**config.mk**
```make
export PLATFORM = sky130hd
export DESIGN_NAME = multiplier_flat
export DESIGN_NICKNAME = d
export VERILOG_FILES = /design/src/rtl/multiplier_pkg.sv /design/src/rtl/multiplier_if.sv /design/src/rtl/multiplier_mul_core.sv /design/src/rtl/multiplier.sv /design/src/flat_wrapper.sv
export SDC_FILE = /design/constraint.sdc
export NUM_CORES = 2
export LEC_CHECK = 0
export CAP_MARGIN = 5
export CORE_MARGIN = 4
export CORE_UTILIZATION = 30
export DETAILED_ROUTE_END_ITERATION = 7
export PLACE_DENSITY_LB_ADDON = 0.15
export SLEW_MARGIN = 25
export SYNTH_ARGS = -nofsm -noshare
export SYNTH_HDL_FRONTEND = slang
export SYNTH_SLANG_ARGS = --single-unit
```
**constraint.sdc**
```tcl
create_clock -name clk_i -period 10.5 [get_ports clk_i]
set_input_delay 1.05 -clock clk_i [delete_from_list [all_inputs] [get_ports clk_i]]
set_output_delay 1.05 -clock clk_i [all_outputs]
set_load 0.01 [all_outputs]
```
**src/rtl/multiplier_pkg.sv**
```systemverilog
// riscv_defs: shared XLEN constant, multiply op encoding and select-priority decode.
package riscv_defs;
    localparam int XLEN = 32;
    typedef enum logic [1:0] {
        OP_MUL    = 2'd0,
        OP_MULH   = 2'd1,
        OP_MULHSU = 2'd2,
        OP_MULHU  = 2'd3
    } mul_op_e;
    // MUL wins over MULH over MULHSU; MULHU is the fall-through.
    function automatic mul_op_e decode_op(input logic m, input logic mh, input logic msu);
        return m ? OP_MUL : mh ? OP_MULH : msu ? OP_MULHSU : OP_MULHU;
    endfunction
endpackage

```
**src/rtl/multiplier_if.sv**
```systemverilog
// multiplier_if: operand/select request and product response bundle for the multiply unit.
interface multiplier_if;
    import riscv_defs::*;
    logic            valid_i;
    logic [XLEN-1:0] op1_i;
    logic [XLEN-1:0] op2_i;
    logic            is_mul_i;
    logic            is_mulh_i;
    logic            is_mulhsu_i;
    logic            is_mulhu_i;
    logic [XLEN-1:0] product_o;
    logic            valid_o;
    modport master (
        output valid_i, op1_i, op2_i, is_mul_i, is_mulh_i, is_mulhsu_i, is_mulhu_i,
        input  product_o, valid_o
    );
    modport slave (
        input  valid_i, op1_i, op2_i, is_mul_i, is_mulh_i, is_mulhsu_i, is_mulhu_i,
        output product_o, valid_o
    );
endinterface

```
**src/rtl/multiplier_mul_core.sv**
```systemverilog
// mul_core: combinational 33x33 signed multiply built from four 17-bit partial products.
module mul_core (
    input  logic [32:0] a,
    input  logic [32:0] b,
    output logic [65:0] p
);
    logic [33:0] a_hi, a_lo, b_hi, b_lo;
    logic [33:0] pp_hh, pp_hl, pp_lh, pp_ll;
    // Upper slices carry the sign; lower slices are plain 16-bit magnitudes.
    assign a_hi  = {{17{a[32]}}, a[32:16]};
    assign b_hi  = {{17{b[32]}}, b[32:16]};
    assign a_lo  = {18'b0, a[15:0]};
    assign b_lo  = {18'b0, b[15:0]};
    assign pp_hh = a_hi * b_hi;
    assign pp_hl = a_hi * b_lo;
    assign pp_lh = a_lo * b_hi;
    assign pp_ll = a_lo * b_lo;
    assign p = {pp_hh, 32'b0}
             + {{16{pp_hl[33]}}, pp_hl, 16'b0}
             + {{16{pp_lh[33]}}, pp_lh, 16'b0}
             + {32'b0, pp_ll};
endmodule

```
**src/rtl/multiplier.sv**
```systemverilog
// multiplier: RV32M MUL/MULH/MULHSU/MULHU unit, latency 1 (2 with MULTIPLIER_PIPE2_EN defined).
module multiplier
    import riscv_defs::*;
(
    input  logic         clk_i,
    input  logic         rst_ni,
    multiplier_if.slave  bus
);
    mul_op_e     op;
    logic        capture;
    logic [32:0] a, b;
    logic [65:0] p;
    logic        unused_p_top;
    always_comb begin
        op      = decode_op(bus.is_mul_i, bus.is_mulh_i, bus.is_mulhsu_i);
        capture = bus.valid_i & (bus.is_mul_i | bus.is_mulh_i | bus.is_mulhsu_i | bus.is_mulhu_i);
        a       = {((op == OP_MULH) || (op == OP_MULHSU)) & bus.op1_i[XLEN-1], bus.op1_i};
        b       = {(op == OP_MULH) & bus.op2_i[XLEN-1], bus.op2_i};
    end
    mul_core u_core (
        .a (a),
        .b (b),
        .p (p)
    );
    assign unused_p_top = ^p[65:64];
`ifdef MULTIPLIER_PIPE2_EN
    logic [63:0] p_q;
    mul_op_e     op_q;
    logic        v_q;
    always_ff @(posedge clk_i) begin
        if (!rst_ni) begin
            v_q           <= 1'b0;
            bus.valid_o   <= 1'b0;
            bus.product_o <= '0;
        end else begin
            v_q         <= capture;
            bus.valid_o <= v_q;
            if (capture) begin
                p_q  <= p[63:0];
                op_q <= op;
            end
            if (v_q)
                bus.product_o <= (op_q == OP_MUL) ? p_q[31:0] : p_q[63:32];
        end
    end
`else
    always_ff @(posedge clk_i) begin
        if (!rst_ni) begin
            bus.valid_o   <= 1'b0;
            bus.product_o <= '0;
        end else begin
            bus.valid_o <= capture;
            if (capture)
                bus.product_o <= (op == OP_MUL) ? p[31:0] : p[63:32];
        end
    end
`endif
endmodule

```
**src/flat_wrapper.sv**
```systemverilog
// flat-port wrapper written by rule: the top's interface ports become plain ports
module multiplier_flat import riscv_defs::*;
  (clk_i, rst_ni, bus_valid_i, bus_op1_i, bus_op2_i, bus_is_mul_i, bus_is_mulh_i, bus_is_mulhsu_i, bus_is_mulhu_i, bus_product_o, bus_valid_o);
  multiplier_if bus_i ();
  input  logic clk_i;
  input  logic rst_ni;
  input wire logic [$bits(bus_i.valid_i)-1:0] bus_valid_i;
  input wire logic [$bits(bus_i.op1_i)-1:0] bus_op1_i;
  input wire logic [$bits(bus_i.op2_i)-1:0] bus_op2_i;
  input wire logic [$bits(bus_i.is_mul_i)-1:0] bus_is_mul_i;
  input wire logic [$bits(bus_i.is_mulh_i)-1:0] bus_is_mulh_i;
  input wire logic [$bits(bus_i.is_mulhsu_i)-1:0] bus_is_mulhsu_i;
  input wire logic [$bits(bus_i.is_mulhu_i)-1:0] bus_is_mulhu_i;
  output wire logic [$bits(bus_i.product_o)-1:0] bus_product_o;
  output wire logic [$bits(bus_i.valid_o)-1:0] bus_valid_o;
  assign bus_i.valid_i = bus_valid_i;
  assign bus_i.op1_i = bus_op1_i;
  assign bus_i.op2_i = bus_op2_i;
  assign bus_i.is_mul_i = bus_is_mul_i;
  assign bus_i.is_mulh_i = bus_is_mulh_i;
  assign bus_i.is_mulhsu_i = bus_is_mulhsu_i;
  assign bus_i.is_mulhu_i = bus_is_mulhu_i;
  assign bus_product_o = bus_i.product_o;
  assign bus_valid_o = bus_i.valid_o;
  multiplier u_core (.clk_i(clk_i), .rst_ni(rst_ni), .bus(bus_i));
endmodule
```
==> out/qor.csv <==
stage,metric,value,unit
status,outcome,"complete, but fails checks",
status,failing checks,setup timing,
clock_network,hold_buf cts,0,
timing,slew margin rel.,0.519,
timing,Setup Viol. Count Final,11,
layout,"commonest cells after routing, fill and taps aside","inv_1 (1147), fa_1 (1007), buf_4 (732), nand2_1 (654), ha_1 (504)",
global_route,largest net degree at the start of global routing,59,
min_path,worst min path class,reg2reg,
clock_network,clk root buf,clkbuf_16,
critical_path,Worst Setup End Kind,flip-flop,
routing,routed len/inst,18.8,um
global_route,grt total ovfl,0,
yosys,syn_area_per_cell,8.84,um2
min_path,HP Start,u_core.bus.product_o[10],
yosys,ys async rst share,0,
die,core footprint,151000,um2
layout,Nets,7615,
routing,Via Count,36100,
critical_path,crit path DAT,11.02,ns
die,# rows,142,
yosys,"Seq/Total Area, Yosys",0.0145,
placement,pre-CTS setup slack,-1.47,ns
placement,PortBufs,103,
critical_path,R2R Setup Slk,9.55,ns
timing,Pins Over Slew Limit,0,
routing,DRC violations left,0,
critical_path,Slowest Stage Delay on Critical Path,0.59,ns
die,initial core utilization,0.303,
layout,post-layout util,0.389,
yosys,register bit total from synthesis,33,
routing,drt first-iter violations,1766,
layout,fraction of layout cells with a size suffix above 1,0.219,
global_route,vias in the first global route,39700,
timing,Tmin final,10.87,ns
critical_path,required time worst endpoint,10.65,ns
timing,PnR worst setup slack,-0.368,ns
die,full die area,159000,um2
critical_path,CP Max Fanout,5,
clock_network,clk buf depth,2,
timing,RSZ-0062 raised after global routing,yes,
clock_network,CTS clock-pin slew for the worst setup and hold paths,0.05,ns
critical_path,WS Path Type,in2reg,
routing,via/cell ratio,4.56,
placement,DP HPWL,129,mm
min_path,Worst Hold Endpoint,u_core.bus.product_o[10],
global_route,total global-route track usage,0.192,
critical_path,r2r worst-path depth,4,
timing,Final Skew,0,ns
yosys,library cells used by synthesis,70,
yosys,Synth Cell Area,45700,um2
critical_path,Critical R2R Launch,u_core.bus.product_o[24],
clock_network,clk_lat worst skew,0.27,ns
critical_path,reg2reg end,u_core.bus.product_o[24],
critical_path,Crit path top cell by count,fa_1,
yosys,Post-synth EDFFs,0,
die,die extent in y,398,um
run,max_cap viols,0,
layout,Layout Area Growth over Synthesis,28.4,%
global_route,first-pass GRT wire length,235,mm
yosys,Syn. warnings,0,
yosys,Post-Syn Nets,6886,
critical_path,"slowest stage cell, crit path",fa_2,
min_path,Cells on Worst Hold Path,2,
routing,post-route antenna net violation count,0,
timing,Final period util,1.04,
die,Die Wd,398,um
timing,Final Hold Violating Endpoints,0,
placement,final estimated routing congestion in global placement,0.866,
clock_network,CTS Sinks,33,
clock_network,CTS tree,done,
routing,WL final,149,mm
critical_path,CP Launch Type,primary input,
die,# IOs,104,
timing,measured slew at the worst slew-check pin,0.721,ns
clock_network,Num CTS Buffers,5,
global_route,initial antenna violation count,7,
yosys,cells after synthesis,5172,
timing,Max Fclk,92.0,MHz
routing,Pre-antenna DRT Iters,5,
clock_network,H-tree levels,2,
layout,"leading cell type in the layout, fill and taps excluded",inv_1,
yosys,top_reg_cell synth,dfxtp_1,
[sequential cells by signal, summed over array words and instances, names as in the netlist]
register and cells:
u_core.bus.valid_o 1, u_core.bus.product_o 32
[cell families after synthesis]
group,synth area share
xor gates and xnor gates,0.0318
AOI/OAI and AO/OA,0.0652
muxes,0.000657
and+or+nand+nor,0.154
DFF,0.0145
buffers and inverters,0.115
adders and majority gates,0.618
[metrics by stage]
step | instance area [um2] | hold slack, ns | cells | TNS [ns]
after floorplan | 46000 | 0.478 | 5172 | 0
after global placement | 54800 | 0.463 | 7813 | -35.13
after detailed placement | 54800 | 0.464 | 7813 | -33.76
after CTS | 57300 | 0.471 | 7895 | -4.38
after global routing | 58700 | 0.509 | 7917 | -8.76
final | 58700 | 0.467 | 7922 | -1.77
[worst max-delay path by stage]
stage                          from                  endpoint  slack (ns)  cells after the start
global route          bus_op2_i[21]  u_core.bus.product_o[26]       -0.74                     46
detailed placement    bus_op2_i[18]  u_core.bus.product_o[31]       -1.47                     41
global placement       bus_op1_i[5]  u_core.bus.product_o[18]       -1.51                     41
finish              bus_is_mulhsu_i  u_core.bus.product_o[31]       -0.37                     45
floorplan             bus_is_mulh_i  u_core.bus.product_o[31]    0.000004                     40
CTS                   bus_op2_i[22]  u_core.bus.product_o[31]       -0.55                     45
[layout make-up]
cell class / count / area [um2]
Timing Repair Buffer: 954 / 8320
Antenna cell: 6 / 15.0
Fill cell: 15500 / 92000
Multi-Input combinational cell: 3734 / 42600
Inverter: 1173 / 4410
Clock buffer: 5 / 125
Sequential cell: 33 / 661
Clock inverter: 1 / 5.00
Tap cell: 2016 / 2520
[Yosys cell counts (4+ instances only)]
| master | number | area share |
|---|---|---|
| a2111oi_0 | 4 | 0.00077 |
| ha_1 | 618 | 0.17 |
| a31oi_1 | 15 | 0.0021 |
| o21ai_0 | 107 | 0.012 |
| nor2b_1 | 24 | 0.0033 |
| o211ai_1 | 14 | 0.0023 |
| o21ai_1 | 11 | 0.0012 |
| nand2_1 | 676 | 0.056 |
| nand3b_1 | 4 | 0.00066 |
| o21bai_1 | 16 | 0.0026 |
| a21oi_1 | 153 | 0.017 |
| fa_1 | 1025 | 0.45 |
| o31ai_1 | 6 | 0.00099 |
| nand3_1 | 36 | 0.0039 |
| and2_1 | 473 | 0.065 |
| nor3_1 | 21 | 0.0023 |
| clkbuf_1 | 228 | 0.019 |
| a221oi_1 | 5 | 0.00096 |
| o31a_1 | 6 | 0.0011 |
| inv_1 | 1172 | 0.096 |
| xor2_1 | 51 | 0.0098 |
| nand4_1 | 9 | 0.0012 |
| nand2b_1 | 27 | 0.0037 |
| a21boi_0 | 4 | 0.00066 |
| a21o_1 | 59 | 0.0097 |
| nor2_1 | 109 | 0.0089 |
| o21a_1 | 16 | 0.0026 |
| or3_1 | 5 | 0.00068 |
| or2_2 | 22 | 0.0030 |
| o2111ai_1 | 4 | 0.00077 |
| and3_1 | 26 | 0.0036 |
| a211oi_1 | 23 | 0.0038 |
| xnor2_1 | 115 | 0.022 |
| dfxtp_1 | 33 | 0.014 |
[routing by layer]
metal  up-vias  share of wire  track usage
met5         -              0            0
met2       666           0.47        0.322
met4         0          0.022       0.0339
met1     18400           0.46        0.268
met3        94          0.046       0.0254
li1      17000              -            -
[worst max-delay path, delay by kind of cell]
family          cells  cell delay, ns
fa+ha+maj          14            5.46
simple gates       12            1.77
compound gates      8            1.14
buf+inv             7            0.85
xor+xnor            4            0.73
[repair_timing]
item	4_1_cts	5_1_grt
pin swaps	241	185
gates cloned	2	1
buffers inserted	79	32
setup endpoints to repair	32	32
endpoints found under the hold margin	0	0
gates resized for setup	415	248
Power is not shown: default switching activity piles up to over one toggle a cycle in this logic, so the estimate is an artifact.
